### src/rtl/mem_lsu_pkg.sv
// mem_lsu_pkg: shared aluop codes, LSU state encoding, exception bit positions and decode helpers.
`default_nettype none

package mem_lsu_pkg;

  localparam logic [31:0] ZERO_WORD = 32'h0000_0000;

  localparam logic [7:0] EXE_NOP_OP = 8'b0000_0000;
  localparam logic [7:0] EXE_LB_OP  = 8'b1110_0000;
  localparam logic [7:0] EXE_LH_OP  = 8'b1110_0001;
  localparam logic [7:0] EXE_LW_OP  = 8'b1110_0011;
  localparam logic [7:0] EXE_LBU_OP = 8'b1110_0100;
  localparam logic [7:0] EXE_LHU_OP = 8'b1110_0101;
  localparam logic [7:0] EXE_SB_OP  = 8'b1110_1000;
  localparam logic [7:0] EXE_SH_OP  = 8'b1110_1001;
  localparam logic [7:0] EXE_SW_OP  = 8'b1110_1011;

  localparam int EXC_ADEL_BIT = 4;
  localparam int EXC_ADES_BIT = 5;

  localparam logic [1:0] SZ_BYTE = 2'd0;
  localparam logic [1:0] SZ_HALF = 2'd1;
  localparam logic [1:0] SZ_WORD = 2'd2;

  typedef enum logic [1:0] {
    ST_IDLE  = 2'd0,
    ST_BUSY  = 2'd1,
    ST_DONE  = 2'd2,
    ST_DRAIN = 2'd3
  } lsu_state_e;

  function automatic logic is_mem_op(input logic [7:0] op);
    case (op)
      EXE_LB_OP, EXE_LBU_OP, EXE_LH_OP, EXE_LHU_OP, EXE_LW_OP,
      EXE_SB_OP, EXE_SH_OP, EXE_SW_OP: is_mem_op = 1'b1;
      default:                         is_mem_op = 1'b0;
    endcase
  endfunction

  function automatic logic is_load_op(input logic [7:0] op);
    case (op)
      EXE_LB_OP, EXE_LBU_OP, EXE_LH_OP, EXE_LHU_OP, EXE_LW_OP: is_load_op = 1'b1;
      default:                                                is_load_op = 1'b0;
    endcase
  endfunction

  function automatic logic is_signed_load(input logic [7:0] op);
    is_signed_load = (op == EXE_LB_OP) || (op == EXE_LH_OP);
  endfunction

  function automatic logic [1:0] op_size(input logic [7:0] op);
    case (op)
      EXE_LB_OP, EXE_LBU_OP, EXE_SB_OP: op_size = SZ_BYTE;
      EXE_LH_OP, EXE_LHU_OP, EXE_SH_OP: op_size = SZ_HALF;
      default:                          op_size = SZ_WORD;
    endcase
  endfunction

endpackage

`default_nettype wire

### src/rtl/mem_lsu_lane.sv
// lsu_lane: big-endian byte-lane select, store replication and load extraction (combinational).
`default_nettype none

module lsu_lane
  import mem_lsu_pkg::*;
(
  input  logic [1:0]  size_i,
  input  logic [1:0]  off_i,
  input  logic        sext_i,
  input  logic [31:0] st_data_i,
  input  logic [31:0] ld_word_i,
  output logic [3:0]  sel_o,
  output logic [31:0] st_data_o,
  output logic [31:0] ld_data_o
);

  logic [7:0]  ld_byte;
  logic [15:0] ld_half;

  always_comb begin
    case (off_i)
      2'd0:    ld_byte = ld_word_i[31:24];
      2'd1:    ld_byte = ld_word_i[23:16];
      2'd2:    ld_byte = ld_word_i[15:8];
      default: ld_byte = ld_word_i[7:0];
    endcase
    // Half lanes follow addr[1] only; addr[0] is ignored when unchecked.
    ld_half = off_i[1] ? ld_word_i[15:0] : ld_word_i[31:16];
  end

  always_comb begin
    sel_o     = 4'b1111;
    st_data_o = st_data_i;
    ld_data_o = ld_word_i;
    case (size_i)
      SZ_BYTE: begin
        sel_o     = 4'b1000 >> off_i;
        st_data_o = {4{st_data_i[7:0]}};
        ld_data_o = sext_i ? {{24{ld_byte[7]}}, ld_byte} : {24'h0, ld_byte};
      end
      SZ_HALF: begin
        sel_o     = off_i[1] ? 4'b0011 : 4'b1100;
        st_data_o = {2{st_data_i[15:0]}};
        ld_data_o = sext_i ? {{16{ld_half[15]}}, ld_half} : {16'h0, ld_half};
      end
      default: ;
    endcase
  end

endmodule

`default_nettype wire

### src/rtl/mem_lsu.sv
// mem_lsu: MEM-stage load/store unit with a 4-state bus handshake FSM.
// Optional LSU_ADDR_ERR_EN adds alignment checking with address-error exception bits.
`default_nettype none

module mem_lsu (
  input  logic        clk,
  input  logic        rst,
  input  logic [7:0]  mem_aluop,
  input  logic [31:0] mem_mem_addr,
  input  logic [31:0] mem_reg2,
  input  logic [4:0]  mem_wd,
  input  logic        mem_wreg,
  input  logic [31:0] mem_wdata,
  input  logic [31:0] mem_excepttype,
  input  logic        flush,
  output logic        bus_req,
  output logic        bus_we,
  output logic [31:0] bus_addr,
  output logic [3:0]  bus_sel,
  output logic [31:0] bus_wdata,
  input  logic        bus_ack,
  input  logic [31:0] bus_rdata,
  output logic [4:0]  wb_wd,
  output logic        wb_wreg,
  output logic [31:0] wb_wdata,
  output logic [31:0] excepttype_o,
  output logic        stallreq
);

  import mem_lsu_pkg::*;

  lsu_state_e  state_q, state_d;
  logic        bus_we_q;
  logic [31:0] bus_addr_q, bus_wdata_q, rdata_q;
  logic [3:0]  bus_sel_q;
  logic [1:0]  size_q, off_q;
  logic        sext_q, load_q;

  logic        is_mem, is_load, addr_err, exc_any;
  logic        issue, capture, stall, wreg;
  logic [31:0] wdata, exc_word;
  logic [1:0]  lane_size, lane_off;
  logic [3:0]  lane_sel;
  logic [31:0] lane_st_data, lane_ld_data;

  assign is_mem  = is_mem_op(mem_aluop);
  assign is_load = is_load_op(mem_aluop);

`ifdef LSU_ADDR_ERR_EN
  assign addr_err = is_mem &&
                    (((op_size(mem_aluop) == SZ_HALF) && mem_mem_addr[0]) ||
                     ((op_size(mem_aluop) == SZ_WORD) && (mem_mem_addr[1:0] != 2'b00)));
  always_comb begin
    exc_word = mem_excepttype;
    if (addr_err) begin
      if (is_load) exc_word[EXC_ADEL_BIT] = 1'b1;
      else         exc_word[EXC_ADES_BIT] = 1'b1;
    end
  end
`else
  assign addr_err = 1'b0;
  assign exc_word = mem_excepttype;
`endif

  assign exc_any = (mem_excepttype != ZERO_WORD) || addr_err;

  // Issue uses the live instruction; DONE extracts with what was latched at issue.
  assign lane_size = (state_q == ST_IDLE) ? op_size(mem_aluop) : size_q;
  assign lane_off  = (state_q == ST_IDLE) ? mem_mem_addr[1:0] : off_q;

  lsu_lane u_lane (
    .size_i    (lane_size),
    .off_i     (lane_off),
    .sext_i    (sext_q),
    .st_data_i (mem_reg2),
    .ld_word_i (rdata_q),
    .sel_o     (lane_sel),
    .st_data_o (lane_st_data),
    .ld_data_o (lane_ld_data)
  );

  always_comb begin
    state_d = state_q;
    issue   = 1'b0;
    capture = 1'b0;
    stall   = 1'b0;
    wreg    = mem_wreg;
    wdata   = mem_wdata;
    case (state_q)
      ST_IDLE: begin
        if (is_mem) begin
          wreg = 1'b0;
          if (!exc_any) begin
            stall = 1'b1;
            if (!flush) begin
              issue   = 1'b1;
              state_d = ST_BUSY;
            end
          end
        end
      end
      ST_BUSY: begin
        wreg  = 1'b0;
        stall = 1'b1;
        if (bus_ack) begin
          capture = !flush;
          state_d = flush ? ST_IDLE : ST_DONE;
        end else if (flush) begin
          state_d = ST_DRAIN;
        end
      end
      ST_DONE: begin
        if (load_q) wdata = lane_ld_data;
        else        wreg  = 1'b0;
        state_d = ST_IDLE;
      end
      ST_DRAIN: begin
        wreg = 1'b0;
        if (bus_ack) state_d = ST_IDLE;
      end
      default: state_d = ST_IDLE;
    endcase
  end

  always_ff @(posedge clk or negedge rst) begin
    if (!rst) begin
      state_q     <= ST_IDLE;
      bus_we_q    <= 1'b0;
      bus_addr_q  <= ZERO_WORD;
      bus_sel_q   <= 4'h0;
      bus_wdata_q <= ZERO_WORD;
      rdata_q     <= ZERO_WORD;
      size_q      <= SZ_WORD;
      off_q       <= 2'b00;
      sext_q      <= 1'b0;
      load_q      <= 1'b0;
    end else begin
      state_q <= state_d;
      if (issue) begin
        bus_addr_q  <= {mem_mem_addr[31:2], 2'b00};
        bus_sel_q   <= lane_sel;
        bus_wdata_q <= lane_st_data;
        bus_we_q    <= !is_load;
        size_q      <= op_size(mem_aluop);
        off_q       <= mem_mem_addr[1:0];
        sext_q      <= is_signed_load(mem_aluop);
        load_q      <= is_load;
      end
      if (capture) rdata_q <= bus_rdata;
    end
  end

  assign bus_req   = (state_q == ST_BUSY) || (state_q == ST_DRAIN);
  assign bus_we    = bus_we_q;
  assign bus_addr  = bus_addr_q;
  assign bus_sel   = bus_sel_q;
  assign bus_wdata = bus_wdata_q;

  // Combinational outputs are forced low while reset is held, independent of clk.
  assign stallreq     = rst & stall;
  assign wb_wd        = rst ? mem_wd : 5'd0;
  assign wb_wreg      = rst & wreg;
  assign wb_wdata     = rst ? wdata : ZERO_WORD;
  assign excepttype_o = rst ? exc_word : ZERO_WORD;

endmodule

`default_nettype wire

### config.mk
export PLATFORM = sky130hd
export DESIGN_NAME = mem_lsu
export DESIGN_NICKNAME = d
export VERILOG_FILES = /design/src/rtl/mem_lsu_pkg.sv /design/src/rtl/mem_lsu_lane.sv /design/src/rtl/mem_lsu.sv
export SDC_FILE = /design/constraint.sdc
export NUM_CORES = 1
export LEC_CHECK = 0
export ABC_CLOCK_PERIOD_IN_PS = 4800
export BUFFER_PORTS_ARGS = -buffer_cell sky130_fd_sc_hd__clkbuf_2
export CAP_MARGIN = 15
export CORE_AREA = 3 3 123 125
export DETAILED_ROUTE_END_ITERATION = 16
export DIE_AREA = 0 0 126 128
export GPL_TIMING_DRIVEN = 0
export PLACE_DENSITY_LB_ADDON = 0.3
export SYNTH_ARGS = -nofsm -noshare
export SYNTH_HDL_FRONTEND = slang
export SYNTH_SLANG_ARGS = --single-unit
### constraint.sdc
create_clock -name clk -period 4.8 [get_ports clk]
set_input_delay 1.44 -clock clk [delete_from_list [all_inputs] [get_ports clk]]
set_output_delay 1.44 -clock clk [all_outputs]
set_load 0.005 [all_outputs]
==> flow_results.org, run 1 <==
** Flow run
- Max Cap Violations :: 0

** Yosys
- Proportion of register bits with asynchronous set or reset after synthesis :: 100%
- Of the synthesized area, sequential elements account for 43.9%.
- After synthesis, the mean cell area works out to 11.0 sq um.
- Synth warn :: 0
- Number of synthesized register bits :: 107
- Among all flip-flop cells after synthesis, the most frequent one is sky130_fd_sc_hd__dfrtp_1.
- The cell area that synthesis handed to floorplanning was 6100 sq um.
- Gate count of the mapped netlist :: 554
- The synthesized design contains 0 enable-type register cells.
- In this run, distinct cell masters in the synthesized netlist total 58.

** Clock tree
- No sink is reached through more buffers than the 2 on the longest clock path.
- CTS Hold Bufs :: 0
- Clock Root Buffer :: sky130_fd_sc_hd__clkbuf_16
- TritonCTS built the clock tree.
- Clock latency on the worst-skew pair, taken at its later pin, is 350 ps.
- Clk sink count :: 107
- Counting the buffers created by CTS gives 9.
- The H-tree was split into 3 levels.
- Clock edge transition at the registers on the reported setup and hold paths :: 70 ps

** Layout
- Once layout is complete, the utilization of the core stands at 59.8%.
- Compared with the post-synthesis result, the final layout area differs by 37.2%.
- Cells with a size suffix above 1 make up 53.6% of the layout.
- In the final design database the tool counted 1068 nets.
- Total inserted antenna cells :: 0

** Die
- Number of I/O pins :: 319
- In this run the core area contains 43 standard-cell rows.
- Measured along the y axis, the die boundary spans 128 um.
- Die Area :: 16100 sq um
- CORE AREA :: 14000 sq um
- Starting density of the core :: 43.6%
- Die Wd :: 126 um

** Timing
- Post-layout min period :: 4710 ps
- Derived from the worst setup path, the maximum achievable clock frequency is 212 MHz.
- The number of hold-slack violations in the final timing report is 0.
- Across the routed clock network, the largest skew measured is 5.36 ps.
- Actual slew at the worst max-slew pin :: 595 ps
- Setup violations remaining at the end of the flow were counted as 0.
- Number of max-slew violations in the final report :: 0
- The worst pin sits at a relative slew slack of 60.3%.
- RSZ-0062 raised after global routing :: false
- After layout, the worst path uses 98.2% of the clock period.

** Hold path
- Along the worst hold path, the cell count comes to 1.
- Hold Path Origin :: bus_addr[21]$_DFFE_PN0P_
- Hold/Removal Path Class :: reg -> reg
- Worst hold endpoint :: bus_addr[21]$_DFFE_PN0P_

** Worst setup path
- In this design, the critical path's most frequently occurring cell is sky130_fd_sc_hd__clkbuf_2.
- On the worst path, the slowest cell contributes a delay of 410 ps.
- Worst r2r dst :: bus_wdata[22]$_DFFE_PN0P_
- Top cell family by delay on the critical path :: compound AO/OA/AOI/OAI gates
- CP Buf/Inv Count :: 4
- The critical path runs through a total of 9 cells.
- CP Class :: in -> out
- The slowest stage of the critical path is the sky130_fd_sc_hd__o41a_1 cell.
- Along the worst path, the maximum fanout reaches 10.
- Beginning of the critical path :: mem_aluop[4]
- Critical-path cell list :: clkbuf_2, nand4b_1, buf_4, o41a_1, buf_2, nand2_2, o2bb2ai_1, a221oi_1, clkbuf_2
- CP arrival :: 3270 ps
- R2R Path Start :: size_q[1]$_DFFE_PN1P_
- The worst setup path is launched from an input pin.
- Slack of the worst reg-to-reg path :: 2550 ps
- Crit. End Element :: output port
- For the worst setup path, the data required time is 3360 ps.
- Logic depth of the worst register-to-register path :: 6

** Global route
- The initial antenna violation count is 0.
- In the global route stage, met3 resource usage came out at 6.25%.
- In the global route stage, met1 resource usage came out at 32.6%.
- Total overflow reported by the global router :: 0
- The via count of the first global-routing pass came to 5844.
- Entering global routing, the biggest net connects 112 pins.
- Overall track demand over capacity in global routing :: 25.0%
- Wire length of the first global-routing pass :: 31.9 mm
- Met2 capacity usage during global routing :: 40.3%
- In this run the most used layer during global routing was met2.

** Detailed routing
- TritonRoute pass-1 iters :: 7
- Initial DRC Count :: 477
- Using the TritonRoute via totals, the vias-per-cell ratio works out to 5.44.
- In this run the remaining antenna-violating nets after routing total 0.
- Vias after detailed routing :: 5845
- Routed wire per std cell :: 19.3 um
- For this run, design rule violations remaining after detail routing come to 0.
- Total wire length :: 20.8 mm

** Power and ir drop
- Across the VDD grid, the largest voltage drop is 0.213 mV.
- In this run the static leakage power is 4.68 nW.
- Dividing total power by cell area gives a power density of 239 nW/um^2.
- The design draws 2.00 mW.

** Run status
- Status :: complete, no violations

** Placement
- The HPWL after detailed placement is 16.0 mm.
- Port Buffers :: 316
- At the end of routability-driven placement, the weighted congestion stood at 0.898.
[registers in the layout (all words and copies together) (netlist names)]
| register | cells |
|---|---|
| state_q | 2 |
| bus_wdata | 32 |
| off_q | 2 |
| bus_addr | 30 |
| load_q | 1 |
| rdata_q | 32 |
| sext_q | 1 |
| bus_we | 1 |
| size_q | 2 |
| bus_sel | 4 |
[cells by family (layout without fill, tap and decap cells)]
| group | count (synthesis) | count (layout) | share of synthesized area (%) |
|---|---|---|---|
| multiplexers | 114 | 114 | 23.9 |
| AO/OA/AOI/OAI | 131 | 131 | 14.7 |
| AND/OR/NAND/NOR | 142 | 142 | 12.5 |
| flip-flops | 107 | 107 | 43.9 |
| buffers and inverters | 58 | 398 | 4.74 |
| other | 1 | 2 | 0.0615 |
| XOR/XNOR | 1 | 1 | 0.144 |
[layout by cell type, fill, tap and decap left out, types with 2 or more instances in the layout]
cell                        instances
sky130_fd_sc_hd__a21o_1             2
sky130_fd_sc_hd__a21oi_1           26
sky130_fd_sc_hd__a221oi_1           7
sky130_fd_sc_hd__a222oi_1           8
sky130_fd_sc_hd__a22oi_1           16
sky130_fd_sc_hd__a31oi_1            2
sky130_fd_sc_hd__and2_1            38
sky130_fd_sc_hd__and3_1             3
sky130_fd_sc_hd__buf_2              9
sky130_fd_sc_hd__buf_4             12
sky130_fd_sc_hd__buf_6              7
sky130_fd_sc_hd__bufinv_16          2
sky130_fd_sc_hd__clkbuf_1          18
sky130_fd_sc_hd__clkbuf_16         10
sky130_fd_sc_hd__clkbuf_2         317
sky130_fd_sc_hd__conb_1             2
sky130_fd_sc_hd__dfrtp_1          106
sky130_fd_sc_hd__inv_1             17
sky130_fd_sc_hd__mux2_2            54
sky130_fd_sc_hd__mux2_4            50
sky130_fd_sc_hd__mux2i_1            9
sky130_fd_sc_hd__nand2_1           31
sky130_fd_sc_hd__nand2_2            2
sky130_fd_sc_hd__nand3_1           20
sky130_fd_sc_hd__nand4_1            2
sky130_fd_sc_hd__nand4b_1           2
sky130_fd_sc_hd__nor2_1            19
sky130_fd_sc_hd__nor3_1             2
sky130_fd_sc_hd__nor4_1            10
sky130_fd_sc_hd__o21ai_0           39
sky130_fd_sc_hd__o21ai_1            2
sky130_fd_sc_hd__o2bb2ai_1          7
sky130_fd_sc_hd__o31a_1             8
[worst max-delay path by stage]
stage	to	slack, ps
2_1_floorplan	wb_wdata[7]	500
3_3_place_gp	wb_wdata[1]	-1690
3_5_place_dp	wb_wdata[7]	-420
4_1_cts	wb_wdata[7]	20
5_1_grt	wb_wdata[4]	10
6_report	wb_wdata[0]	90
[power breakdown]
part / switching (mW) / total (mW) / internal (mW)
Combinational: 0.124 / 0.252 / 0.128
Sequential: 0.0156 / 0.932 / 0.916
Clock: 0.344 / 0.819 / 0.475
[metrics by stage]
stage                     setup TNS (ps)  instance area (sq um)  instances  hold WS (ps)  setup WS, ps
after floorplan                        0                   6100        555           490           504
after global placement           -101540                   7910       1051           489         -1690
after detailed placement           -6000                   7920       1051           492          -422
after CTS                              0                   8290       1068           513          19.8
after global routing                   0                   8370       1075           521          10.7
final                                  0                   8370       1075           509          86.3
[final cells by class]
type | instances | area (sq um)
fillers | 1281 | 5620
multi-input cells | 390 | 3180
flip-flops and latches | 107 | 2680
repair buffers | 325 | 1670
clock buffers | 11 | 243
well taps | 180 | 225
plain buffers | 39 | 220
clock inverters | 5 | 85.1
inverters | 18 | 67.6
[layer usage]
layer  up-vias  wire length [um]
met5         -                 0
met4         0               626
met3        45              1950
met2       303              9740
met1      2805              8470
li1       2692                 -
[cells in the mapped netlist (2+ instances only)]
| library cell | instances | share of area (%) |
|---|---|---|
| sky130_fd_sc_hd__a31oi_1 | 2 | 0.21 |
| sky130_fd_sc_hd__nor3b_1 | 2 | 0.25 |
| sky130_fd_sc_hd__o21ai_1 | 2 | 0.16 |
| sky130_fd_sc_hd__a222oi_1 | 8 | 1.3 |
| sky130_fd_sc_hd__dfrtp_1 | 106 | 43 |
| sky130_fd_sc_hd__nand2_1 | 32 | 2.0 |
| sky130_fd_sc_hd__a22oi_1 | 16 | 2.0 |
| sky130_fd_sc_hd__a21oi_1 | 27 | 2.2 |
| sky130_fd_sc_hd__o21ai_0 | 39 | 3.2 |
| sky130_fd_sc_hd__nand3_1 | 20 | 1.6 |
| sky130_fd_sc_hd__buf_2 | 9 | 0.74 |
| sky130_fd_sc_hd__nand4b_1 | 2 | 0.29 |
| sky130_fd_sc_hd__and3_1 | 3 | 0.31 |
| sky130_fd_sc_hd__nor2_1 | 20 | 1.2 |
| sky130_fd_sc_hd__buf_6 | 6 | 1.1 |
| sky130_fd_sc_hd__mux2_2 | 54 | 10 |
| sky130_fd_sc_hd__and2_1 | 38 | 3.9 |
| sky130_fd_sc_hd__clkbuf_1 | 20 | 1.2 |
| sky130_fd_sc_hd__nor3_1 | 2 | 0.16 |
| sky130_fd_sc_hd__nor4_1 | 10 | 1.0 |
| sky130_fd_sc_hd__a221oi_1 | 7 | 1.0 |
| sky130_fd_sc_hd__o2bb2ai_1 | 7 | 1.0 |
| sky130_fd_sc_hd__mux2i_1 | 9 | 1.5 |
| sky130_fd_sc_hd__nand4_1 | 2 | 0.21 |
| sky130_fd_sc_hd__o31a_1 | 8 | 1.1 |
| sky130_fd_sc_hd__mux2_4 | 50 | 12 |
| sky130_fd_sc_hd__a32oi_1 | 2 | 0.29 |
| sky130_fd_sc_hd__buf_4 | 4 | 0.49 |
| sky130_fd_sc_hd__a21o_1 | 2 | 0.25 |
| sky130_fd_sc_hd__inv_1 | 17 | 1.0 |
[what timing repair did]
item                       in CTS  in global routing
gates resized for setup         4                  8
setup endpoints to repair      37                 26
buffers inserted                2                  6
gates cloned                    0                  1
pin swaps                       0                  5
Note: power is estimated with default switching activity, not from simulation.
==> inputs of run 2 (changes only) <==
--- a/config.mk
+++ b/config.mk
@@ -5,12 +5,13 @@
 export SDC_FILE = /design/constraint.sdc
 export NUM_CORES = 1
 export LEC_CHECK = 0
+export ABC_AREA = 1
 export ABC_CLOCK_PERIOD_IN_PS = 4800
 export BUFFER_PORTS_ARGS = -buffer_cell sky130_fd_sc_hd__clkbuf_2
 export CAP_MARGIN = 15
-export CORE_AREA = 3 3 123 125
+export CORE_AREA = 3 3 124 126
 export DETAILED_ROUTE_END_ITERATION = 16
-export DIE_AREA = 0 0 126 128
+export DIE_AREA = 0 0 127 129
 export GPL_TIMING_DRIVEN = 0
 export PLACE_DENSITY_LB_ADDON = 0.3
 export SYNTH_ARGS = -nofsm -noshare
==> run 2 against run 1 <==
  * Cell count rose by 30%
  * Count of clock-buffer cells in the layout unchanged
  * Core utilization fell by 1.3 points
  * Clock power shrank 13%
  * Die area increased by 1.6%
  * Wire length rose by 3.3%
==> flow_results.org, run 2 <==
** Detailed routing
- Remaining antenna violation count :: 0 (unchanged)
- TritonRoute pass-1 iters :: 5 (-2)
- Routed wire per std cell :: 15.3 um (-21%)
- DRC Markers :: 0 (unchanged)
- The violation count after the first detailed-route iteration came to 386 (-19%).
- The number of vias per cell after detailed routing is 4.87 (-10%).
- The routed wire length was 21.5 mm (+3.3%).
- The number of vias in the routed layout came to 6824 (+17%).

** Global route
- The pin count of the biggest net entering global routing was 117 (+4.5%).
- The initial antenna violation count was 2 (+2).
- The aggregate global-route resource usage came to 25.5% (+0.51 points).
- The final global-route overflow total was 0 (unchanged).
- Via count of the first global-routing pass :: 6179 (+5.7%)
- The global-route wire length before repair was 32.7 mm (+2.4%).

** Clock tree
- Clock latency at the later pin of the worst-skew pair :: 350 ps (about the same)
- Deepest clock path buffer count :: 2 (unchanged)
- The root buffer cell chosen for the clock tree is sky130_fd_sc_hd__clkbuf_16.
- The total setup buffers inserted after CTS was 0 (-2).
- Clk sink count :: 107 (unchanged)
- The maximum level of the CTS H-tree came to 3 (unchanged).
- The clock-pin slew on the worst setup and hold paths was 70 ps (about the same).
- The clock buffer count from CTS was 9 (unchanged).
- CTS Hold Bufs :: 0 (unchanged)
- TritonCTS built the clock tree.

** Layout
- The layout cell share with drive strength beyond 1 was 33.9% (-20 points).
- Most frequent cells in the layout :: 315 x sky130_fd_sc_hd__clkbuf_2, 259 x sky130_fd_sc_hd__nand2_1, 129 x sky130_fd_sc_hd__inv_1
- Growth of design area from synthesis to finish :: 33.7%
- Most common cell after layout, fill and taps aside :: sky130_fd_sc_hd__clkbuf_2
- The number of filler instances in the final layout came to 1409 (+10%).
- Number of nets at the end of the flow :: 1387 (+30%)
- The non-filler instance count after layout is 1400 (+30%).

** Die
- The placeable core region came to 14400 sq um (+3.1%).
- The site row count came to 44 (+2.3%).
- The height of the die came to 129 um (+0.78%).
- The initial cell density of the core is 43.7% (+0.15 points).
- Number of I/O pins :: 319 (unchanged)
- The area of the die was 16400 sq um (+1.6%).
- The x dimension of the die was 127 um (+0.79%).

** Timing
- Number of max-slew violations in the final report :: 0 (unchanged)
- Actual slew at the worst max-slew pin :: 660 ps (+65.4 ps)
- The peak clock frequency supported by timing was 217 MHz (+2.2%).
- The relative slew slack came to 56.0% (-4.4 points).
- Count of final setup violators :: 0 (unchanged)
- The number of hold-slack violations in the final timing report came to 0 (unchanged).
- Minimum setup slack in the final design :: 189 ps (+103 ps)
- Post-layout min period :: 4610 ps (-103 ps)
- The tightest hold margin is 476 ps (-33.2 ps).
- Largest clock skew in the final design :: 10.8 ps (+5.39 ps)
- Setup Total Neg Slack :: 0 ps (unchanged)
- Post-route fraction of the period consumed by the critical path :: 96.1% (-2.1 points)

** Yosys
- Area share of the largest cell type after synthesis :: 42.0% (-1.5 points)
- Number of synthesized register bits :: 107 (unchanged)
- Proportion of register bits with asynchronous set or reset after synthesis :: 100% (unchanged)
- Most used flip-flop cell after synthesis :: sky130_fd_sc_hd__dfrtp_1
- Ranked by instance count, the synthesized netlist is headed by 260 x sky130_fd_sc_hd__nand2_1, 129 x sky130_fd_sc_hd__inv_1, 106 x sky130_fd_sc_hd__dfrtp_1.
- The synthesized instance count is 882 (+59%).
- The post-synthesis average cell area is 7.15 sq um (-35%).
- Cells taking the most area after synthesis :: sky130_fd_sc_hd__dfrtp_1 42%, sky130_fd_sc_hd__nand2_1 15%, sky130_fd_sc_hd__inv_1 7.7%, sky130_fd_sc_hd__o21ai_0 7.5%, sky130_fd_sc_hd__a21oi_1 3.8%
- The count of flip-flops with a built-in enable after synthesis was 0 (unchanged).
- The mapped cell area is 6310 sq um (+3.5%).
- Top-count cell post-synth :: sky130_fd_sc_hd__nand2_1
- Synth warn :: 0 (unchanged)
- The number of different library cells in the post-synthesis netlist was 36 (-38%).
- The sequential cell area fraction in the yosys report is 42.5% (-1.5 points).
- The largest total area in the synthesized netlist belongs to sky130_fd_sc_hd__dfrtp_1.

** Worst setup path
- The data arrival at the endpoint of the critical path came to 3170 ps (-100 ps).
- The required time at the endpoint of the critical path is 3360 ps (about the same).
- CP Class :: in -> out
- Crit. End Element :: output port
- The worst setup path is launched from an input pin.
- Max Fanout on Critical Path :: 10 (unchanged)

** Power and ir drop
- The largest voltage drop on the vdd net is 0.158 mV (-26%).
- Static Leakage :: 5.24 nW (+12%)
- Areal power density over the cells :: 218 nW/um^2 (-8.9%)
- The overall power of the completed layout was 1.84 mW (-8.1%).

** Flow run
- The number of violations of the max-capacitance limit came to 0 (unchanged).

** Placement
- Placed Instances :: 1383 (+32%)
- The detailed-placement wirelength estimate is 17.3 mm (+8.4%).
- Port Buffers :: 316 (unchanged)
- The final RePlAce weighted congestion is 0.936 (+4.3%).
- The post-placement setup slack was -451 ps (-28.7 ps).

** Run status
- Status :: complete, no violations

** Hold path
- The tightest min-delay check is of the reg -> reg type.
-- run 2: cell count changes in the layout (fill, tap and decap cells not counted), moves of 9 or more --
cell                       previous run  this run
sky130_fd_sc_hd__o21ai_0             39        95
sky130_fd_sc_hd__a22oi_1             16         0
sky130_fd_sc_hd__mux2_4              50         0
sky130_fd_sc_hd__clkbuf_1            18        29
sky130_fd_sc_hd__a21oi_2              1        10
sky130_fd_sc_hd__nor2_1              19        61
sky130_fd_sc_hd__inv_1               17       129
sky130_fd_sc_hd__nand2_1             31       259
sky130_fd_sc_hd__nor4_1              10         0
sky130_fd_sc_hd__nand2_2              2        14
sky130_fd_sc_hd__and2_1              38         0
sky130_fd_sc_hd__a21oi_1             26        48
sky130_fd_sc_hd__o211ai_1             0         9
sky130_fd_sc_hd__mux2_2              54        17
-- run 2: area by class of cell --
cell class | count | area [sq um] | area share (%)
Multi-Input combinational cell | 593 | 2910 | 34.5
Sequential cell | 107 | 2680 | 31.8
Timing Repair Buffer | 316 | 1600 | 19.0
Inverter | 137 | 514 | 6.10
Clock buffer | 11 | 233 | 2.76
Tap cell | 184 | 230 | 2.73
Buffer | 45 | 215 | 2.55
Clock inverter | 5 | 45.0 | 0.534
Antenna cell | 2 | 5.00 | 0.0593
-- run 2: kinds of logic (layout without fill, tap and decap cells) --
group	Yosys count	after routing	share of synthesized area, %
AO/OA/AOI/OAI	182	182	16.1
buffers and inverters	183	514	11.6
flip-flops	107	107	42.5
multiplexers	25	25	4.30
other	1	4	0.0594
AND/OR/NAND/NOR	384	384	25.5
-- run 2: final timing paths --
check	slack, ps	cells after the start	end	startpoint
max	190	14	wb_wdata[22]	mem_aluop[4]
min	480	2	size_q[1]$_DFFE_PN1P_	size_q[1]$_DFFE_PN1P_
max reg2reg	2600	12	bus_wdata[29]$_DFFE_PN0P_	state_q[0]$_DFFE_PN0P_
min reg2reg	480	2	size_q[1]$_DFFE_PN1P_	size_q[1]$_DFFE_PN1P_
max in group asynchronous	3270	1	bus_addr[16]$_DFFE_PN0P_	rst
min in group asynchronous	1030	1	rdata_q[19]$_DFFE_PN0P_	rst
-- run 2: repair_timing --
item,4_1_cts,5_1_grt
pin swaps,0,0
setup endpoints to repair,31,18
gates resized for setup,1,3
-- run 2: power by group --
group	internal [mW]	switching (mW)	total, mW
Clock	0.360	0.352	0.712
Combinational	0.104	0.123	0.227
Sequential	0.901	0.000000000162	0.901
-- run 2: worst max-delay path: stages --
cell and delay (ps):
sky130_fd_sc_hd__clkbuf_2 80, sky130_fd_sc_hd__inv_1 40, sky130_fd_sc_hd__nand2_1 70, sky130_fd_sc_hd__nor2_4 160, sky130_fd_sc_hd__nand3_1 140, sky130_fd_sc_hd__nand2_4 180, sky130_fd_sc_hd__inv_2 130, sky130_fd_sc_hd__nor2_2 160
sky130_fd_sc_hd__nand3_1 130, sky130_fd_sc_hd__nand3_4 170, sky130_fd_sc_hd__buf_12 150, sky130_fd_sc_hd__nand2_2 50, sky130_fd_sc_hd__a21oi_2 110, sky130_fd_sc_hd__clkbuf_2 150
-- run 2: through the flow --
stage / cell area, sq um / util (%)
2_1_floorplan: 6310 / -
3_3_place_gp: 8130 / 56.3
3_5_place_dp: 8130 / 56.4
4_1_cts: 8420 / 58.4
5_1_grt: 8440 / 58.5
6_report: 8440 / 58.5
-- run 2: routing by layer --
metal	wire length, um	global-route usage, %
met5	0	0
met3	1640	5.89
met1	8610	31.3
met2	10500	43.0
met4	748	11.4
==> inputs of run 3 (changes only) <==
--- a/config.mk
+++ b/config.mk
@@ -6,12 +6,12 @@
 export NUM_CORES = 1
 export LEC_CHECK = 0
 export ABC_AREA = 1
-export ABC_CLOCK_PERIOD_IN_PS = 4800
+export ABC_CLOCK_PERIOD_IN_PS = 3950
 export BUFFER_PORTS_ARGS = -buffer_cell sky130_fd_sc_hd__clkbuf_2
 export CAP_MARGIN = 15
-export CORE_AREA = 3 3 124 126
+export CORE_AREA = 3 3 127 129
 export DETAILED_ROUTE_END_ITERATION = 16
-export DIE_AREA = 0 0 127 129
+export DIE_AREA = 0 0 130 132
 export GPL_TIMING_DRIVEN = 0
 export PLACE_DENSITY_LB_ADDON = 0.3
 export SYNTH_ARGS = -nofsm -noshare
==> constraint.sdc (replaced) <==
create_clock -name clk -period 3.95 [get_ports clk]
set_input_delay 1.185 -clock clk [delete_from_list [all_inputs] [get_ports clk]]
set_output_delay 1.185 -clock clk [all_outputs]
set_load 0.005 [all_outputs]
==> run 3 against run 2 <==
  * Wire length grew 3.4%
  * First-iteration DRC count increased by 12%
  * The flow now finishes with violations (negative setup slack)
  * Clock power increased by 42%
  * Count of clock-buffer cells in the layout fell by 1
  * Via count increased by 0.18%
  * Final area up 3.9%
  * Combinational power grew 26%
  * Non-clock buffer count up 14
  * Global-route usage down 0.74 points
  * Cell count rose by 1.1%
  * Critical path type unchanged
==> flow_results.org, run 3 (same netlist as run 2, synthesis figures left out) <==
** Run status
- Status :: finished, violations left
- Failing checks :: negative setup slack

** Timing
- Largest clock skew in the final design :: 9.81 ps (-0.942 ps)
- Worst rel slew slack :: 55.7% (-0.27 points)
- Post-route fraction of the period consumed by the critical path :: 101%
- Actual slew at the worst max-slew pin :: 661 ps (+0.503 ps)
- The number of hold-slack violations in the final timing report was 0 (unchanged).
- Minimum setup slack in the final design :: -21.6 ps (-210 ps)
- RSZ-0062 raised after global routing :: true
- Derived from the worst setup path, the maximum achievable clock frequency is 252 MHz.
- Number of max-slew violations in the final report :: 0 (unchanged)
- Post-layout min period :: 3970 ps
- The setup-violating endpoint count in the final report came to 6 (+6).

** Worst setup path
- The data arrival at the endpoint of the critical path was 2790 ps (-380 ps).
- The required time at the endpoint of the critical path is 2760 ps (-600 ps).
- Master of the slowest instance on the critical path :: sky130_fd_sc_hd__nand3_4
- The largest fanout on the critical path came to 6 (-4).
- The worst setup path is captured at an output port.
- Startpoint Class :: input pin
- The largest stage delay on the critical path came to 180 ps (about the same).
- The signal on the critical path passes through buf_6, inv_2, nand2_2, nor2_4, nand3_2, nand2_4, nand2_4, nor2_4, nand3_4, nand3_4, clkbuf_16, nand2_2, a21oi_2, buf_2.
- By startpoint and endpoint, the worst setup path is classified as in -> out.

** Detailed routing
- Vias per Instance :: 4.83 (-0.96%)
- The average wire per standard cell came to 15.7 um (+2.2%).
- The number of vias in the routed layout came to 6836 (+0.18%).
- The number of iterations in the first detailed-routing pass came to 5 (unchanged).
- The antenna violation net count after detailed routing came to 0 (unchanged).
- Initial DRC Count :: 432 (+12%)
- DRC Markers :: 0 (unchanged)
- The routed wire length came to 22.2 mm (+3.4%).

** Flow run
- The number of violations of the max-capacitance limit came to 0 (unchanged).

** Power and ir drop
- The overall power of the completed layout was 2.39 mW (+30%).
- The standby leakage power came to 5.41 nW (+3.2%).
- Areal power density over the cells :: 272 nW/um^2 (+25%)
- The largest voltage drop on the vdd net was 0.180 mV (+14%).

** Global route
- Wire length of the first global-routing pass :: 33.1 mm (+1.4%)
- Overall track demand over capacity in global routing :: 24.7% (-0.74 points)
- Pin count of the biggest net entering global routing :: 117 (unchanged)
- Total overflow reported by the global router :: 0 (unchanged)
- The initial antenna violation count came to 0 (-2).
- Via count of the first global-routing pass :: 6252 (+1.2%)

** Placement
- The detailed-placement wirelength estimate came to 17.6 mm (+1.5%).
- The final RePlAce weighted congestion is 0.886 (-5.4%).
- Pre-CTS WS :: -801 ps (-351 ps)
- Port Buffers :: 316 (unchanged)

** Clock tree
- Clock Root Buffer :: sky130_fd_sc_hd__clkbuf_16
- The clock buffer count from CTS is 9 (unchanged).
- The latest clock arrival within the worst-skew pair came to 350 ps (about the same).
- CTS Hold Bufs :: 0 (unchanged)
- The number of buffers on the longest clock path came to 2 (unchanged).
- The clock-pin slew on the worst setup and hold paths was 70 ps (about the same).
- Clock tree from TritonCTS :: built
- The TritonCTS sink count is 107 (unchanged).
- The maximum level of the CTS H-tree is 3 (unchanged).

** Layout
- Core Util, Final :: 57.9% (-0.59 points)
- In the layout the commonest cells are 299 x sky130_fd_sc_hd__clkbuf_2, 250 x sky130_fd_sc_hd__nand2_1, 128 x sky130_fd_sc_hd__inv_1.
- Leaving out fill and tap cells, the most frequent cell in the layout is sky130_fd_sc_hd__clkbuf_2.
- Filler Cells Inserted :: 1474 (+4.6%)
- Compared with the post-synthesis result, the final layout area differs by 39.0%.
- The layout cell share with drive strength beyond 1 came to 37.0% (+3.1 points).
- The number of inserted diodes was 0 (-2).
- The final layout net count was 1401 (+1.0%).

** Die
- Height of the die :: 132 um (+2.3%)
- Number of I/O pins :: 319 (unchanged)
- The area of the die is 17200 sq um (+4.7%).
- Die Wd :: 130 um (+2.4%)
- The placeable core region is 15100 sq um (+5.0%).
- Starting density of the core :: 41.7% (-2.1 points)
- The site row count was 45 (+2.3%).

** Hold path
- In this run the worst hold path is classified as reg -> reg.
run 3: cell types whose count changed in the layout (fill, tap and decap cells not counted), moves of 5 or more:
cell | previous run | this run
sky130_fd_sc_hd__buf_2 | 6 | 22
sky130_fd_sc_hd__a21oi_1 | 48 | 41
sky130_fd_sc_hd__buf_4 | 6 | 19
sky130_fd_sc_hd__nand2_1 | 259 | 250
sky130_fd_sc_hd__clkbuf_1 | 29 | 24
sky130_fd_sc_hd__clkbuf_2 | 315 | 299
sky130_fd_sc_hd__nand2_4 | 1 | 7
sky130_fd_sc_hd__a21oi_2 | 10 | 17
run 3: critical path, delay by kind of cell:
family                 cells  cell delay, ps
AND/OR/NAND/NOR            9            1070
AO/OA/AOI/OAI              1             100
buffers and inverters      4             430
run 3: timing repair:
item | 4_1_cts | 5_1_grt
buffers inserted | 8 | 5
gates resized for setup | 11 | 59
pin swaps | 5 | 15
setup endpoints to repair | 71 | 32
gates cloned | 0 | 1
run 3: layer usage:
metal	track usage [%]	up-vias	part of all wire [%]
met4	6.93	0	1.7
met3	4.29	25	7.1
met5	0	-	0
met1	30.0	3112	40
li1	-	3433	-
met2	44.6	266	51
run 3: power by group:
part	switching, mW	total (mW)	internal [mW]
clock network	0.428	1.01	0.582
registers	0.000000000190	1.09	1.09
logic	0.153	0.285	0.132
run 3: per-stage QoR:
| stage | instance area, sq um | cells | hold slack [ps] | TNS [ps] |
|---|---|---|---|---|
| floorplan | 6310 | 883 | 445 | 0 |
| finish | 8770 | 1416 | 479 | -40.4 |
| global placement | 8130 | 1387 | 458 | -126190 |
| CTS | 8580 | 1410 | 473 | -316 |
| detailed placement | 8140 | 1387 | 460 | -29160 |
| global route | 8770 | 1416 | 490 | -2290 |
run 3: layout make-up:
class,count,area (sq um),share of cell area (%)
Buffer,45,235,2.68
Sequential cell,107,2680,30.5
Multi-Input combinational cell,593,3030,34.5
Timing Repair Buffer,330,1740,19.9
Tap cell,188,235,2.68
Inverter,137,518,5.91
Clock inverter,6,93.8,1.07
Clock buffer,10,239,2.73
run 3: path summary, 6_finish.rpt:
path                            slack [ps]                         to                    from  cells past startpoint
max in group asynchronous             2660  bus_wdata[25]$_DFFE_PN0P_                     rst                      1
worst min register to register         480      size_q[1]$_DFFE_PN1P_   size_q[1]$_DFFE_PN1P_                      2
worst max-delay path                   -20               wb_wdata[30]            mem_aluop[4]                     14
min in group asynchronous              790    rdata_q[17]$_DFFE_PN0P_                     rst                      1
worst max register to register        1820  bus_wdata[30]$_DFFE_PN0P_  state_q[0]$_DFFE_PN0P_                     12
worst min-delay path                   480      size_q[1]$_DFFE_PN1P_   size_q[1]$_DFFE_PN1P_                      2
